**src/rtl/arbitro_serial_pkg.sv**
```systemverilog
// Shared constants and types for the round-robin serial lane arbiter.
// The comma byte is the same K28.5 symbol the serializer uses for idle.
package arbitro_serial_pkg;

  localparam int         NUM_LANES  = 4;
  localparam int         LANE_W     = 2;
  localparam logic [7:0] COMMA_K285 = 8'hBC;

  typedef enum logic {
    ST_INIT,
    ST_ACTIVE
  } arb_state_t;

  // Lane that follows the given one in round-robin order (wraps 3 -> 0).
  function automatic logic [LANE_W-1:0] next_lane(input logic [LANE_W-1:0] lane);
    return lane + 1'b1;
  endfunction

endpackage

```
**src/rtl/arbitro_serial_fifo_carril.sv**
```systemverilog
// Per-lane synchronous byte FIFO. The head entry is visible on dout
// combinationally, so a byte written at one edge can be popped at the next.
module fifo_carril #(
  parameter int DEPTH = 4
) (
  input  logic                     clk_4f,
  input  logic                     reset,
  input  logic                     push,
  input  logic                     pop,
  input  logic [7:0]               din,
  output logic [7:0]               dout,
  output logic [$clog2(DEPTH):0]   count,
  output logic                     full,
  output logic                     empty
);

  localparam int             AW      = $clog2(DEPTH);
  localparam logic [AW:0]    DEPTH_C = (AW+1)'(DEPTH);

  logic [7:0]    mem [DEPTH];
  logic [AW-1:0] wr_ptr;
  logic [AW-1:0] rd_ptr;
  logic          push_ok;
  logic          pop_ok;

  assign full    = (count == DEPTH_C);
  assign empty   = (count == '0);
  assign push_ok = push & ~full;
  assign pop_ok  = pop & ~empty;
  assign dout    = mem[rd_ptr];

  // Storage array; left without reset since count/pointers define validity.
  always_ff @(posedge clk_4f) begin
    if (!reset && push_ok) begin
      mem[wr_ptr] <= din;
    end
  end

  // Pointers wrap naturally at a power-of-two depth; count tracks occupancy.
  always_ff @(posedge clk_4f) begin
    if (reset) begin
      wr_ptr <= '0;
      rd_ptr <= '0;
      count  <= '0;
    end else begin
      if (push_ok) wr_ptr <= wr_ptr + 1'b1;
      if (pop_ok)  rd_ptr <= rd_ptr + 1'b1;
      case ({push_ok, pop_ok})
        2'b10:   count <= count + 1'b1;
        2'b01:   count <= count - 1'b1;
        default: count <= count;
      endcase
    end
  end

endmodule

```
**src/rtl/arbitro_serial.sv**
```systemverilog
// Round-robin scheduler feeding one serializer lane from four byte sources.
// After reset a short comma-only INIT phase lets the receiver lock before
// buffered payload starts flowing, one byte per clk_4f cycle.
module arbitro_serial
  import arbitro_serial_pkg::*;
#(
  parameter int         FIFO_DEPTH = 4,
  parameter int         INIT_WORDS = 4,
  parameter logic [7:0] COMMA      = COMMA_K285
) (
  input  logic                  clk_4f,
  input  logic                  reset,
  input  logic [NUM_LANES-1:0]  valid_in,
  input  logic [8*NUM_LANES-1:0] data_in,
  output logic [NUM_LANES-1:0]  full,
  output logic [NUM_LANES-1:0]  overflow,
  output logic [7:0]            data_out,
  output logic                  valid_out,
  output logic [LANE_W-1:0]     lane_id,
  output logic                  active
);

  localparam int                CW        = $clog2(FIFO_DEPTH);
  localparam int                INIT_CW   = (INIT_WORDS > 1) ? $clog2(INIT_WORDS) : 1;
  localparam logic [INIT_CW-1:0] INIT_LAST = INIT_CW'(INIT_WORDS - 1);

  arb_state_t          state;
  arb_state_t          next_state;
  logic [INIT_CW-1:0]  init_cnt;
  logic [LANE_W-1:0]   rr_ptr;

  logic [7:0]          lane_dout  [NUM_LANES];
  logic [CW:0]         lane_count [NUM_LANES];
  logic [NUM_LANES-1:0] lane_empty;

  logic                grant_valid;
  logic [LANE_W-1:0]   grant_lane;
  logic [NUM_LANES-1:0] grant_vec;

  for (genvar n = 0; n < NUM_LANES; n++) begin : g_lane
    fifo_carril #(
      .DEPTH (FIFO_DEPTH)
    ) u_fifo (
      .clk_4f (clk_4f),
      .reset  (reset),
      .push   (valid_in[n]),
      .pop    (grant_vec[n] & ~lane_empty[n]),
      .din    (data_in[8*n +: 8]),
      .dout   (lane_dout[n]),
      .count  (lane_count[n]),
      .full   (full[n]),
      .empty  (lane_empty[n])
    );
  end

  assign active = (state == ST_ACTIVE);

  // State register and INIT word counter.
  always_ff @(posedge clk_4f) begin
    if (reset) begin
      state    <= ST_INIT;
      init_cnt <= '0;
    end else begin
      state <= next_state;
      if (state == ST_INIT && init_cnt != INIT_LAST) begin
        init_cnt <= init_cnt + 1'b1;
      end
    end
  end

  // Leave INIT after the last comma word has been spent.
  always_comb begin
    next_state = state;
    case (state)
      ST_INIT:   if (init_cnt == INIT_LAST) next_state = ST_ACTIVE;
      ST_ACTIVE: next_state = ST_ACTIVE;
      default:   next_state = ST_INIT;
    endcase
  end

  // Round-robin search from rr_ptr for the first lane holding data.
  always_comb begin
    logic              found;
    logic [LANE_W-1:0] cand;
    found       = 1'b0;
    cand        = rr_ptr;
    grant_lane  = rr_ptr;
    for (int i = 0; i < NUM_LANES; i++) begin
      cand = rr_ptr + LANE_W'(i);
      if (!found && lane_count[cand] != '0) begin
        found      = 1'b1;
        grant_lane = cand;
      end
    end
    grant_valid = found && (state == ST_ACTIVE);
    grant_vec   = grant_valid ? (NUM_LANES'(1) << grant_lane) : '0;
  end

  // Output registers and pointer advance; idle cycles carry the comma.
  always_ff @(posedge clk_4f) begin
    if (reset) begin
      data_out  <= COMMA;
      valid_out <= 1'b0;
      lane_id   <= '0;
      rr_ptr    <= '0;
    end else if (grant_valid) begin
      data_out  <= lane_dout[grant_lane];
      valid_out <= 1'b1;
      lane_id   <= grant_lane;
      rr_ptr    <= next_lane(grant_lane);
    end else begin
      data_out  <= COMMA;
      valid_out <= 1'b0;
      lane_id   <= '0;
    end
  end

  // Sticky flag for pushes lost to a full lane.
  always_ff @(posedge clk_4f) begin
    if (reset) begin
      overflow <= '0;
    end else begin
      overflow <= overflow | (valid_in & full);
    end
  end

endmodule

```
**config.mk**
```make
export PLATFORM = sky130hd
export DESIGN_NAME = arbitro_serial
export DESIGN_NICKNAME = d
export VERILOG_FILES = /design/src/rtl/arbitro_serial_pkg.sv /design/src/rtl/arbitro_serial_fifo_carril.sv /design/src/rtl/arbitro_serial.sv
export SDC_FILE = /design/constraint.sdc
export NUM_CORES = 1
export LEC_CHECK = 0
export BUFFER_PORTS_ARGS = -buffer_cell sky130_fd_sc_hd__buf_4
export CAP_MARGIN = 30
export CORE_ASPECT_RATIO = 1.4
export CORE_MARGIN = 3
export CORE_UTILIZATION = 56
export CTS_BUF_LIST = sky130_fd_sc_hd__clkbuf_8
export DETAILED_ROUTE_END_ITERATION = 8
export GPL_TIMING_DRIVEN = 0
export PLACE_DENSITY = 0.79
export SYNTH_ARGS = -nofsm -noshare
export SYNTH_HDL_FRONTEND = slang
export SYNTH_SLANG_ARGS = --single-unit
```
**constraint.sdc**
```tcl
create_clock -name clk_4f -period 9.19 [get_ports clk_4f]
set_input_delay 0.919 -clock clk_4f [delete_from_list [all_inputs] [get_ports clk_4f]]
set_output_delay 0.919 -clock clk_4f [all_outputs]
set_load 0.005 [all_outputs]
```
==> flow_summary.toml <==
[run_status]
outcome = "finished, final reports clean"

[clock_network]
cts_root_buffer = "clkbuf_8"
clkSlewWorstSetupHoldPaths_ns = 0.10
clk_latency_ns = 0.45
postCtsHoldBufs = 0
cts_made_buffers = 17
postCtsSetupRepairBufs = 0
cts_resized = 0
cts_buffer_depth = 2
htree_num_levels = 4
cts.sinks = 184
cts_tree = "done"

[global_route]
gr-total-overflow = 0
antenna_found_initial = 0
grt_pass1_wl_um = 22000
grt_max_degree = 20
grt_pass1_vias = 4298
track_usage = 0.193

[synthesis]
ys_types = 51
yosysTopAreaCell = "edfxtp_1"
syn_area_mm2 = 0.00752
synth_area_leaders = "edfxtp_1, dfxtp_1, mux4_2"
syn_area_per_cell_um2 = 16.1
syn-num-nets = 531
synth_edf_count = 128
postSynth.asyncResetShare = 0
yosysTopAreaCellShare = 0.511
ys_warn_count = 0
dominantRegCellSynth = "edfxtp_1"
syn_inst = 468
synth.ff_latch_count = 184
ys_seq_area_frac = 0.660

[power]
power_density_mw_per_mm2 = 206
p_switching_uw = 496
seqPwrFrac = 0.537
p_clk_frac = 0.306
internal-power_mw = 1.27
totalPowerFinal_mw = 1.77
ir_drop_mv = 0.0981
comb_power_share = 0.157
power_leakage_nw = 3.03
netSwitchingFraction = 0.281

[cells_and_area]
fin_nets = 606
drive_gt1_frac = 0.257
synthToLayoutAreaGrowth_pct = 14.0
antennaDiodeCount = 0
final_util = 0.660
fin_cells = 734
nFillCells = 925

[setup_path]
path_cells = "or3_4 > o311ai_4 > o311ai_4 > nor2_4 > buf_4 > nor3_1 > ha_1 > fa_1 > xnor2_1 > or3_2 > a21oi_1"
worstSetupStartpoint = "g_lane[1].u_fifo.count[0]"
cpMostUsedCell = "o311ai_4"
rr_startpoint = "g_lane[1].u_fifo.count[0]"
crit_fanout = 10
crit_path_end_kind = "register"
crit_arrival_ns = 3.62
critPathMaxStageDelay_ns = 0.43
cp.required_ns = 9.57
crit_path_top_delay_cell = "or3_4"
crit_type = "register to register"
ff2ff_path_depth = 11
ff2ff_setup_slack_ns = 5.96
critPathLaunchType = "register"
r2r-end = "g_lane[1].u_fifo.count[2]"

[routing]
vias_per_cell = 5.61
drtAntennaViolNets = 0
vias = 4121
wl_per_cell_um = 18.7
dr.first_iter.drc_count = 202
drt-pass1-iter-count = 4
finalWirelength_um = 13700
drc = 0

[timing]
rsz0062_at_grt = "false"
drv_slew = 0
max_slew_margin = 0.516
setup_viol = 0
fin_skew_ns = 0.0146
finalCriticalPeriod_ns = 3.23
hold_viol = 0
fmax_ghz = 0.309
finalSetupTns_ns = 0
worst_slew_pin_slew_ns = 0.726
finalCritPeriodShare = 0.352

[floorplan]
die_h_um = 143
die_width_um = 104
start_util = 0.578
rows = 49
core-area_mm2 = 0.0130
ios = 58
dieArea_mm2 = 0.0149

[min_path]
whs_path_depth = 2
min_from = "overflow[1]"
holdPathEnd = "overflow[1]"
hp-class = "register to register"

[flow_run]
drv_cap = 0

[placed_design]
place.gp.congestion = 0.842
port_buffers = 56
dp_hpwl_um = 9910
placed_cells = 702
per-stage QoR:
step | hold WS, ns | area, um2 | worst slack, ns
2_1_floorplan | 0.457 | 7520 | 6.21
3_3_place_gp | 0.453 | 8160 | 6.04
3_5_place_dp | 0.460 | 8160 | 5.99
4_1_cts | 0.485 | 8570 | 5.97
5_1_grt | 0.527 | 8570 | 5.79
6_report | 0.480 | 8570 | 5.96
Yosys cell counts (all sizes together), types with 2 or more instances:
| library cell | instances |
|---|---|
| edfxtp | 128 |
| dfxtp | 56 |
| nor2 | 43 |
| mux4 | 32 |
| mux2i | 23 |
| ha | 21 |
| buf | 18 |
| inv | 17 |
| and2 | 16 |
| a21oi | 14 |
| xnor2 | 12 |
| nor3 | 8 |
| or3 | 8 |
| o21ai | 7 |
| xor2 | 7 |
| a22oi | 6 |
| nand2 | 6 |
| nand3 | 6 |
| fa | 4 |
| nand2b | 4 |
| clkbuf | 3 |
| nor3b | 3 |
| o22ai | 3 |
| a31oi | 2 |
| and3 | 2 |
| nand4 | 2 |
| nor4 | 2 |
| o221ai | 2 |
| o311ai | 2 |
worst max-delay path: cells and delay by family (launching register included):
| kind | cells | cell delay (ns) |
|---|---|---|
| AND/OR/NAND/NOR | 4 | 1.11 |
| AO/OA/AOI/OAI | 3 | 0.64 |
| adder cells (fa/ha/maj) | 2 | 0.63 |
| flip-flops | 1 | 0.39 |
| buffers and inverters | 1 | 0.24 |
| XOR/XNOR | 1 | 0.15 |
registers in the layout (all words and copies together) (netlist names), named ones only:
name                  cells
g_lane.u_fifo.mem       128
overflow                  4
data_out                  8
g_lane.u_fifo.wr_ptr      8
valid_out                 1
g_lane.u_fifo.rd_ptr      8
active                    1
rr_ptr                    2
init_cnt                  2
g_lane.u_fifo.count      12
lane_id                   2
cells by family after synthesis:
logic type | share of synthesized area
flip-flops | 0.660
AND/OR/NAND/NOR | 0.0795
multiplexers | 0.128
AO/OA/AOI/OAI | 0.0403
buffers and inverters | 0.0241
adder cells (fa/ha/maj) | 0.0456
XOR/XNOR | 0.0221
layer usage:
layer	up-vias	GRT usage	share of wire
met1	2091	0.228	0.40
met3	15	0.0403	0.035
met5	-	0	0
met4	0	0.0637	0.012
li1	1920	-	-
met2	95	0.353	0.55
worst max path at each step:
stage | cells after the start | end | slack (ns)
after floorplan | 11 | g_lane[1].u_fifo.count[2] | 6.21
after global placement | 11 | g_lane[1].u_fifo.count[2] | 6.04
after detailed placement | 11 | g_lane[1].u_fifo.count[2] | 5.99
after CTS | 11 | g_lane[1].u_fifo.count[2] | 5.97
after global routing | 11 | g_lane[1].u_fifo.count[2] | 5.79
final | 11 | g_lane[1].u_fifo.count[2] | 5.96
cells in the final DEF, fill, tap and decap left out, types with 3 or more instances in the layout:
cell,netlist,routed
xor2_1,7,7
a21oi_1,14,14
o22ai_1,3,3
or3_1,4,4
dfxtp_1,56,56
buf_1,8,8
inv_1,17,17
a22oi_1,6,6
fa_1,4,4
nand2b_1,4,4
xnor2_1,12,12
buf_4,8,64
mux2i_1,23,23
clkbuf_8,0,17
nand2_1,6,6
nor2_1,41,41
o21ai_0,6,6
clkinv_4,0,5
and2_1,16,16
nor3_1,5,5
mux4_2,32,32
or3_4,3,3
ha_1,21,21
clkbuf_1,3,3
inv_6,0,3
nand3_1,6,6
edfxtp_1,128,128
nor3b_1,3,3
inv_8,0,4
area by class of cell:
type	instances	area [um2]	share of cell area
multi-input combinational	246	2370	0.277
buffer	21	118	0.0137
inverter	17	63.8	0.00744
clock inverter	15	178	0.0207
clock buffer	17	234	0.0273
timing repair buffer	56	420	0.0490
tap	178	223	0.0260
sequential	184	4960	0.579
power groups by stage:
stage          Sequential (mW)  Combinational [mW]  Clock (mW)
5_1_grt                  0.953               0.303       0.579
3_5_place_dp             0.967               0.277           0
6_report                 0.949               0.277       0.541
4_1_cts                  0.948               0.278       0.548
2_1_floorplan            0.961               0.196           0
3_3_place_gp             0.964               0.264           0
Note: power is estimated with default switching activity, not from simulation.
